[config.mk]
export PLATFORM = sky130hd
export DESIGN_NAME = hazard_scoreboard_flat
export DESIGN_NICKNAME = d
export VERILOG_FILES = /design/src/rtl/hazard_pkg.sv /design/src/rtl/hazard_scoreboard_if.sv /design/src/rtl/hazard_sb_pipe.sv /design/src/rtl/hazard_scoreboard.sv /design/src/flat_wrapper.sv
export SDC_FILE = /design/constraint.sdc
export NUM_CORES = 1
export LEC_CHECK = 0
export CAP_MARGIN = 15
export CORE_MARGIN = 1.5
export CORE_UTILIZATION = 46
export CTS_CLUSTER_DIAMETER = 100
export DETAILED_ROUTE_END_ITERATION = 8
export GPL_TIMING_DRIVEN = 0
export PLACE_DENSITY = 0.76
export SETUP_SLACK_MARGIN = 0.05
export SYNTH_ARGS = -nofsm -noshare
export SYNTH_HDL_FRONTEND = slang
export SYNTH_SLANG_ARGS = --single-unit
[constraint.sdc]
create_clock -name clk -period 2 [get_ports clk]
set_input_delay 0.2 -clock clk [delete_from_list [all_inputs] [get_ports clk]]
set_output_delay 0.2 -clock clk [all_outputs]
set_load 0.01 [all_outputs]
[src/rtl/hazard_pkg.sv]
// Shared types and constants for the mMIPS hazard scoreboard.
// Entry struct, branch opcodes and branch-bubble limit.
package hazard_pkg;

  localparam int SB_AW  = 8;
  localparam int BR_MAX = 7;

  localparam logic [5:0] OP_BEQ = 6'b000100;
  localparam logic [5:0] OP_BNE = 6'b000101;

  typedef struct packed {
    logic             valid;
    logic [SB_AW-1:0] rd;
    logic             load;
  } sb_entry_t;

  function automatic logic is_branch_op(
    input logic [5:0] op
  );
    return (op == OP_BEQ) || (op == OP_BNE);
  endfunction

endpackage

[src/rtl/hazard_scoreboard_if.sv]
// ID-stage side of the hazard unit: instruction info in,
// pipeline controls and stall count out.
interface hazard_scoreboard_if #(
  parameter int REG_AW = 5
);

  logic              enable;
  logic              dmem_wait;
  logic              imem_wait;
  logic [REG_AW-1:0] id_rs;
  logic [REG_AW-1:0] id_rt;
  logic              id_rs_used;
  logic              id_rt_used;
  logic              id_wr_en;
  logic [REG_AW-1:0] id_wr_reg;
  logic              id_is_load;
  logic              id_is_branch;
  logic              pc_write;
  logic              ifid_write;
  logic              bubble;
  logic              pipe_en;
  logic              imem_en;
  logic [31:0]       stall_cycles;

  modport master (
    output enable, dmem_wait, imem_wait,
    output id_rs, id_rt,
    output id_rs_used, id_rt_used,
    output id_wr_en, id_wr_reg,
    output id_is_load, id_is_branch,
    input  pc_write, ifid_write, bubble,
    input  pipe_en, imem_en, stall_cycles
  );

  modport slave (
    input  enable, dmem_wait, imem_wait,
    input  id_rs, id_rt,
    input  id_rs_used, id_rt_used,
    input  id_wr_en, id_wr_reg,
    input  id_is_load, id_is_branch,
    output pc_write, ifid_write, bubble,
    output pipe_en, imem_en, stall_cycles
  );

endinterface

[src/rtl/hazard_sb_pipe.sv]
// DEPTH-entry destination tag shift register (entry 0 = EX)
// with per-entry source match flags.
module hazard_sb_pipe
  import hazard_pkg::*;
#(
  parameter int DEPTH  = 3,
  parameter int REG_AW = 5
) (
  input  logic              clk,
  input  logic              rst,
  input  logic              shift_i,
  input  sb_entry_t         new_i,
  input  logic [REG_AW-1:0] rs_i,
  input  logic [REG_AW-1:0] rt_i,
  input  logic              rs_used_i,
  input  logic              rt_used_i,
  output logic [DEPTH-1:0]  rs_hit_o,
  output logic [DEPTH-1:0]  rt_hit_o,
  output logic              ld0_o
);

  sb_entry_t ent_q [DEPTH];
  sb_entry_t ent_d [DEPTH];

  logic [SB_AW-1:0] rs_x;
  logic [SB_AW-1:0] rt_x;
  logic             rs_ok;
  logic             rt_ok;

  assign rs_x  = SB_AW'(rs_i);
  assign rt_x  = SB_AW'(rt_i);
  assign rs_ok = rs_used_i && (rs_i != '0);
  assign rt_ok = rt_used_i && (rt_i != '0);
  assign ld0_o = ent_q[0].valid && ent_q[0].load;

  always_comb begin
    ent_d = ent_q;
    if (shift_i) begin
      ent_d[0] = new_i;
      for (int i = 1; i < DEPTH; i++) begin
        ent_d[i] = ent_q[i-1];
      end
    end
  end

  always_comb begin
    rs_hit_o = '0;
    rt_hit_o = '0;
    for (int i = 0; i < DEPTH; i++) begin
      rs_hit_o[i] = rs_ok && ent_q[i].valid
                 && (ent_q[i].rd == rs_x);
      rt_hit_o[i] = rt_ok && ent_q[i].valid
                 && (ent_q[i].rd == rt_x);
    end
  end

  always_ff @(posedge clk) begin
    if (rst) begin
      for (int i = 0; i < DEPTH; i++) begin
        ent_q[i] <= '0;
      end
    end else begin
      ent_q <= ent_d;
    end
  end

endmodule

[src/rtl/hazard_scoreboard.sv]
// Scoreboard-based hazard unit beside ID: stalls, branch
// bubbles, memory waits and a saturating stall counter.
module hazard_scoreboard
  import hazard_pkg::*;
#(
  parameter int REG_AW     = 5,
  parameter int DEPTH      = 3,
  parameter int FWD        = 0,
  parameter int BR_BUBBLES = 1
) (
  input logic               clk,
  input logic               rst,
  hazard_scoreboard_if.slave hz
);

  localparam logic [2:0] BR_INIT =
    3'((BR_BUBBLES > BR_MAX) ? BR_MAX : BR_BUBBLES);

  logic [2:0]       br_q, br_d;
  logic [31:0]      stall_q, stall_d;
  logic [DEPTH-1:0] rs_hit, rt_hit;
  logic             ld0;
  logic             hit_any, hit0, hazard;
  logic             stall_inc, issue;
  logic             pc_w, ifid_w, bub, pen, ien;
  sb_entry_t        new_ent;

  hazard_sb_pipe #(
    .DEPTH  (DEPTH),
    .REG_AW (REG_AW)
  ) u_sb (
    .clk       (clk),
    .rst       (rst),
    .shift_i   (pen),
    .new_i     (new_ent),
    .rs_i      (hz.id_rs),
    .rt_i      (hz.id_rt),
    .rs_used_i (hz.id_rs_used),
    .rt_used_i (hz.id_rt_used),
    .rs_hit_o  (rs_hit),
    .rt_hit_o  (rt_hit),
    .ld0_o     (ld0)
  );

  assign hit_any = |(rs_hit | rt_hit);
  assign hit0    = rs_hit[0] | rt_hit[0];
  // With forwarding only a load in EX cannot supply ID in time
  assign hazard  = (FWD != 0) ? (hit0 && ld0) : hit_any;

  always_comb begin
    pc_w      = 1'b0;
    ifid_w    = 1'b0;
    bub       = 1'b0;
    pen       = 1'b0;
    ien       = 1'b0;
    stall_inc = 1'b0;
    issue     = 1'b0;
    if (rst || !hz.enable) begin
      pen = 1'b0;
    end else if (hz.dmem_wait) begin
      stall_inc = 1'b1;
    end else if (hz.imem_wait) begin
      ien       = 1'b1;
      stall_inc = 1'b1;
    end else if ((br_q != 3'd0) || hazard) begin
      pen       = 1'b1;
      bub       = 1'b1;
      stall_inc = 1'b1;
    end else begin
      pen    = 1'b1;
      pc_w   = 1'b1;
      ifid_w = 1'b1;
      ien    = 1'b1;
      issue  = 1'b1;
    end
  end

  always_comb begin
    new_ent.valid = issue && hz.id_wr_en
                 && (hz.id_wr_reg != '0);
    new_ent.rd    = SB_AW'(hz.id_wr_reg);
    new_ent.load  = issue && hz.id_is_load;
  end

  always_comb begin
    br_d = br_q;
    if (issue && hz.id_is_branch) begin
      br_d = BR_INIT;
    end else if (pen && (br_q != 3'd0)) begin
      br_d = br_q - 3'd1;
    end
  end

  assign stall_d = (stall_inc && (stall_q != '1))
                 ? stall_q + 32'd1 : stall_q;

  always_ff @(posedge clk) begin
    if (rst) begin
      br_q    <= 3'd0;
      stall_q <= 32'd0;
    end else begin
      br_q    <= br_d;
      stall_q <= stall_d;
    end
  end

  assign hz.pc_write     = pc_w;
  assign hz.ifid_write   = ifid_w;
  assign hz.bubble       = bub;
  assign hz.pipe_en      = pen;
  assign hz.imem_en      = ien;
  assign hz.stall_cycles = stall_q;

endmodule
[src/flat_wrapper.sv]
// flat-port wrapper written by rule: the top's interface ports become plain ports
module hazard_scoreboard_flat import hazard_pkg::*;
#(
  parameter int REG_AW     = 5,
  parameter int DEPTH      = 3,
  parameter int FWD        = 0,
  parameter int BR_BUBBLES = 1
)
  (clk, rst, hz_enable, hz_dmem_wait, hz_imem_wait, hz_id_rs, hz_id_rt, hz_id_rs_used, hz_id_rt_used, hz_id_wr_en, hz_id_wr_reg, hz_id_is_load, hz_id_is_branch, hz_pc_write, hz_ifid_write, hz_bubble, hz_pipe_en, hz_imem_en, hz_stall_cycles);
  hazard_scoreboard_if #(.REG_AW(REG_AW)) hz_i ();
  input logic clk;
  input logic rst;
  input wire logic [$bits(hz_i.enable)-1:0] hz_enable;
  input wire logic [$bits(hz_i.dmem_wait)-1:0] hz_dmem_wait;
  input wire logic [$bits(hz_i.imem_wait)-1:0] hz_imem_wait;
  input wire logic [$bits(hz_i.id_rs)-1:0] hz_id_rs;
  input wire logic [$bits(hz_i.id_rt)-1:0] hz_id_rt;
  input wire logic [$bits(hz_i.id_rs_used)-1:0] hz_id_rs_used;
  input wire logic [$bits(hz_i.id_rt_used)-1:0] hz_id_rt_used;
  input wire logic [$bits(hz_i.id_wr_en)-1:0] hz_id_wr_en;
  input wire logic [$bits(hz_i.id_wr_reg)-1:0] hz_id_wr_reg;
  input wire logic [$bits(hz_i.id_is_load)-1:0] hz_id_is_load;
  input wire logic [$bits(hz_i.id_is_branch)-1:0] hz_id_is_branch;
  output wire logic [$bits(hz_i.pc_write)-1:0] hz_pc_write;
  output wire logic [$bits(hz_i.ifid_write)-1:0] hz_ifid_write;
  output wire logic [$bits(hz_i.bubble)-1:0] hz_bubble;
  output wire logic [$bits(hz_i.pipe_en)-1:0] hz_pipe_en;
  output wire logic [$bits(hz_i.imem_en)-1:0] hz_imem_en;
  output wire logic [$bits(hz_i.stall_cycles)-1:0] hz_stall_cycles;
  assign hz_i.enable = hz_enable;
  assign hz_i.dmem_wait = hz_dmem_wait;
  assign hz_i.imem_wait = hz_imem_wait;
  assign hz_i.id_rs = hz_id_rs;
  assign hz_i.id_rt = hz_id_rt;
  assign hz_i.id_rs_used = hz_id_rs_used;
  assign hz_i.id_rt_used = hz_id_rt_used;
  assign hz_i.id_wr_en = hz_id_wr_en;
  assign hz_i.id_wr_reg = hz_id_wr_reg;
  assign hz_i.id_is_load = hz_id_is_load;
  assign hz_i.id_is_branch = hz_id_is_branch;
  assign hz_pc_write = hz_i.pc_write;
  assign hz_ifid_write = hz_i.ifid_write;
  assign hz_bubble = hz_i.bubble;
  assign hz_pipe_en = hz_i.pipe_en;
  assign hz_imem_en = hz_i.imem_en;
  assign hz_stall_cycles = hz_i.stall_cycles;
  hazard_scoreboard #(.REG_AW(REG_AW), .DEPTH(DEPTH), .FWD(FWD), .BR_BUBBLES(BR_BUBBLES)) u_core (.clk(clk), .rst(rst), .hz(hz_i));
endmodule
==> results.md, run 1 <==
- Antenna diodes: 0
- Top-area cell type share of the netlist area: 0.361
- Mapped Nets: 389
- Clock buffer depth: 2
- Most common cell after layout, fill and taps aside: nand2_1
- Initial antenna violation count: 0
- Die area: 0.00688 sq mm
- Crit path time final: 2.25 ns
- Row count: 28
- Vias in the first global route: 2974
- WL/cell: 17.4 microns
- Setup crit end kind: flip-flop
- Most frequent cells in the layout: 50 x nand2_1, 44 x clkdlybuf4s50_1, 30 x dfxtp_1, 24 x xor2_1, 22 x o21ai_0
- Area taken by multi-input logic gates: 0.00207 sq mm
- Crit path kind: reg -> reg
- Dominant synthesized flop cell: dfxtp_1
- Maxcap violations: 0
- Synth area leaders: dfxtp_1 36%, xor2_1 7.1%, nand2_1 6.6%
- RSZ-0062 raised after global routing: yes
- Worst r2r src: u_core.u_sb.ent_q[13]
- Synthesized flop and latch total: 53
- GP Congestion: 0.935
- First-pass GRT wire length: 14400 microns
- Final worst-path cycle share: 1.13
- Final hold vios: 0
- Height of the die: 83.0 microns
- Failing checks: negative setup slack
- Register clock-pin slew on the reported worst setup and hold paths: 0.10 ns
- Peak Freq: 0.444 GHz
- Initial drt markers: 149
- Hold Path Depth: 3
- Fill cells: 481
- Fin. max-slew vios: 0
- Core ar.: 0.00606 sq mm
- Terminus of the critical flop-to-flop path: u_core.hz.stall_cycles[27]
- Critical path arrival: 2.45 ns
- Avg Cell Area, Syn: 8.14 sq um
- Crit-path slowest cell: dfxtp_2
- Final worst setup slack: -0.251 ns
- Async S/R FF share, synth: 0
- Final design utilization: 0.697
- Reg2Reg Setup Slack: -0.25 ns
- Pin count of the biggest net entering global routing: 17
- Placed insts: 495
- Worst Tran Pin Value: 0.690 ns
- Clock root cell: clkbuf_8
- Hold Path Sink: u_core.hz.stall_cycles[18]
- Slew headroom: 0.540
- Most used cell, CP: nor4_2
- Storage cell area: 0.00111 sq mm
- TritonCTS Buffers: 5
- Pleak: 1.45 nW
- Clk_lat worst skew: 0.32 ns
- Area leader, netlist: dfxtp_1
- Final cell count without fillers: 516
- Ratio of cells with drive above 1 in the final layout: 0.281
- Worst Hold Class: in -> reg
- Vias: 3081
- Post-synthesis sequential area ratio: 0.361
- Ys Warns: 0
- H-tree lvl count: 2
- Clock Sinks: 53
- Die W: 83.0 microns
- Final ANT Viol Nets: 0
- HP Start: rst
- Critical path required time: 2.20 ns
- Buffers on Ports: 59
- Post-synth EDFFs: 0
- P per Cell Area: 470 mW/mm^2
- CP max stage delay: 0.35 ns
- Dpl hpwl: 5910 microns
- Post-layout net count: 468
- Cells after synthesis: 361
- CTS tree: done
- CP Max Fanout: 10
- 1st-pass router iterations: 4
- Post-synthesis instance area: 0.00294 sq mm
- Routed WL: 8950 microns
- Final setup viols: 36
- All-Layer GR Usage: 0.253
- CP startpoint kind: flip-flop
- Starting Density: 0.485
- Distinct cells, synth: 44
- R2R cell count: 8
- Area grow syn2layout: 43.7%
- Status: complete, but fails checks
- Crit-path cells: xor2_1 > nor4_2 > nand3_1 > a31oi_4 > nor3_2 > buf_6 > nor4_2 > mux2_1
- Post-DR vias/cell: 5.97
- Worst Skew: 0.0104 ns
- VDD IR max: 0.391 mV
- Grt total ovfl: 0
- DRC violations left: 0
- Top Ports: 62
==> area by class of cell <==
cell class                      instances  share of cell area
Multi-Input combinational cell        279               0.489
Timing Repair Buffer                   73               0.157
Buffer                                 23              0.0429
Inverter                                5             0.00444
Clock buffer                            7              0.0204
Tap cell                               75              0.0222
Clock inverter                          1             0.00178
Sequential cell                        53               0.262
==> Yosys cell counts (2+ instances only) <==
library cell	instances
o31ai_1	16
buf_6	4
mux2_1	5
nor2_1	13
o21a_1	2
a31oi_1	3
o311ai_0	3
dfxtp_1	53
or4_1	19
or3_1	6
and4_1	3
nand4_1	8
clkbuf_1	11
o21ai_0	23
nor2b_1	6
and2_1	4
xnor2_1	7
and3_1	7
inv_1	4
ha_1	3
nor4_1	10
a21oi_1	21
nor3_1	5
nand3_1	20
o31a_1	2
buf_2	7
o41ai_1	2
nand2_1	52
nor3b_1	2
xor2_1	24
o21ai_1	3
==> layer usage <==
| metal | global-route usage | up-vias | part of all wire |
|---|---|---|---|
| li1 | - | 1474 | - |
| met1 | 0.311 | 1463 | 0.41 |
| met2 | 0.443 | 133 | 0.51 |
| met3 | 0.0467 | 11 | 0.068 |
| met4 | 0.0818 | 0 | 0.015 |
| met5 | 0 | - | 0 |
==> logic make-up (layout without fill, tap and decap cells) <==
| logic type | Yosys count | count (layout) | synth area share |
|---|---|---|---|
| muxes | 6 | 6 | 0.0230 |
| AOI/OAI and AO/OA | 79 | 79 | 0.167 |
| DFF | 53 | 53 | 0.361 |
| and+or+nand+nor | 160 | 160 | 0.292 |
| buffers and inverters | 29 | 109 | 0.0515 |
| xor gates and xnor gates | 31 | 31 | 0.0923 |
| adders and majority gates | 3 | 3 | 0.0128 |
==> critical path: cells and delay by family (launching register included) <==
| kind | cells | cell delay, ns |
|---|---|---|
| compound gates | 1 | 0.25 |
| xor+xnor | 1 | 0.17 |
| buf+inv | 1 | 0.17 |
| flops | 1 | 0.35 |
| mux | 1 | 0.34 |
| simple gates | 4 | 0.87 |
==> state kept, by name, indices dropped and copies added (netlist names) <==
register / count
u_core.hz.stall_cycles: 32
u_core.br_q: 3
u_core.u_sb.ent_q: 18
==> where the power goes <==
part,total (mW),switching (mW),internal (mW)
clock,0.641,0.359,0.282
sequential,1.07,0.0104,1.06
combinational,0.277,0.162,0.116
total,1.98,0.531,1.45
==> repair_timing <==
item	CTS	global route
pin swaps	17	8
gates resized for setup	70	37
buffers inserted	13	1
endpoints found under the setup margin	41	40
hold endpoints to repair	0	0
hold buffers	0	0
gates cloned	0	0
==> metrics by stage <==
| stage | instance area, sq um | setup slack (ns) | setup TNS [ns] | power (mW) | hold WS (ns) |
|---|---|---|---|---|---|
| finish | 4230 | -0.251 | -6.79 | 1.98 | 0.374 |
| global placement | 3750 | -1.09 | -29.38 | 1.32 | 0.467 |
| CTS | 4080 | -0.211 | -5.27 | 1.97 | 0.381 |
| global route | 4230 | -0.328 | -9.39 | 2.06 | 0.397 |
| detailed placement | 3750 | -1.15 | -33.13 | 1.33 | 0.472 |
| floorplan | 3070 | -0.0521 | -0.281 | 1.21 | 0.309 |
==> how the worst max path moves through the flow <==
stage,startpoint,end,slack [ns],cells past startpoint
2_1_floorplan,u_core.hz.stall_cycles[2],u_core.hz.stall_cycles[29],-0.05,6
3_3_place_gp,hz_id_rt[1],hz_pc_write,-1.09,8
4_1_cts,u_core.u_sb.ent_q[13],hz_pc_write,-0.21,8
5_1_grt,u_core.u_sb.ent_q[4],hz_imem_en,-0.33,9
6_report,u_core.u_sb.ent_q[13],u_core.hz.stall_cycles[27],-0.25,8
3_5_place_dp,hz_id_rt[1],hz_pc_write,-1.15,8
Note: power is estimated with default switching activity, not from simulation.
==> run 2, diff against run 1 <==
--- a/config.mk
+++ b/config.mk
@@ -5,7 +5,6 @@
 export SDC_FILE = /design/constraint.sdc
 export NUM_CORES = 1
 export LEC_CHECK = 0
-export CAP_MARGIN = 15
 export CORE_MARGIN = 1.5
 export CORE_UTILIZATION = 46
 export CTS_CLUSTER_DIAMETER = 100
==> results of run 2 <==
Final layout, timing and power as in run 1 (identical DEF).
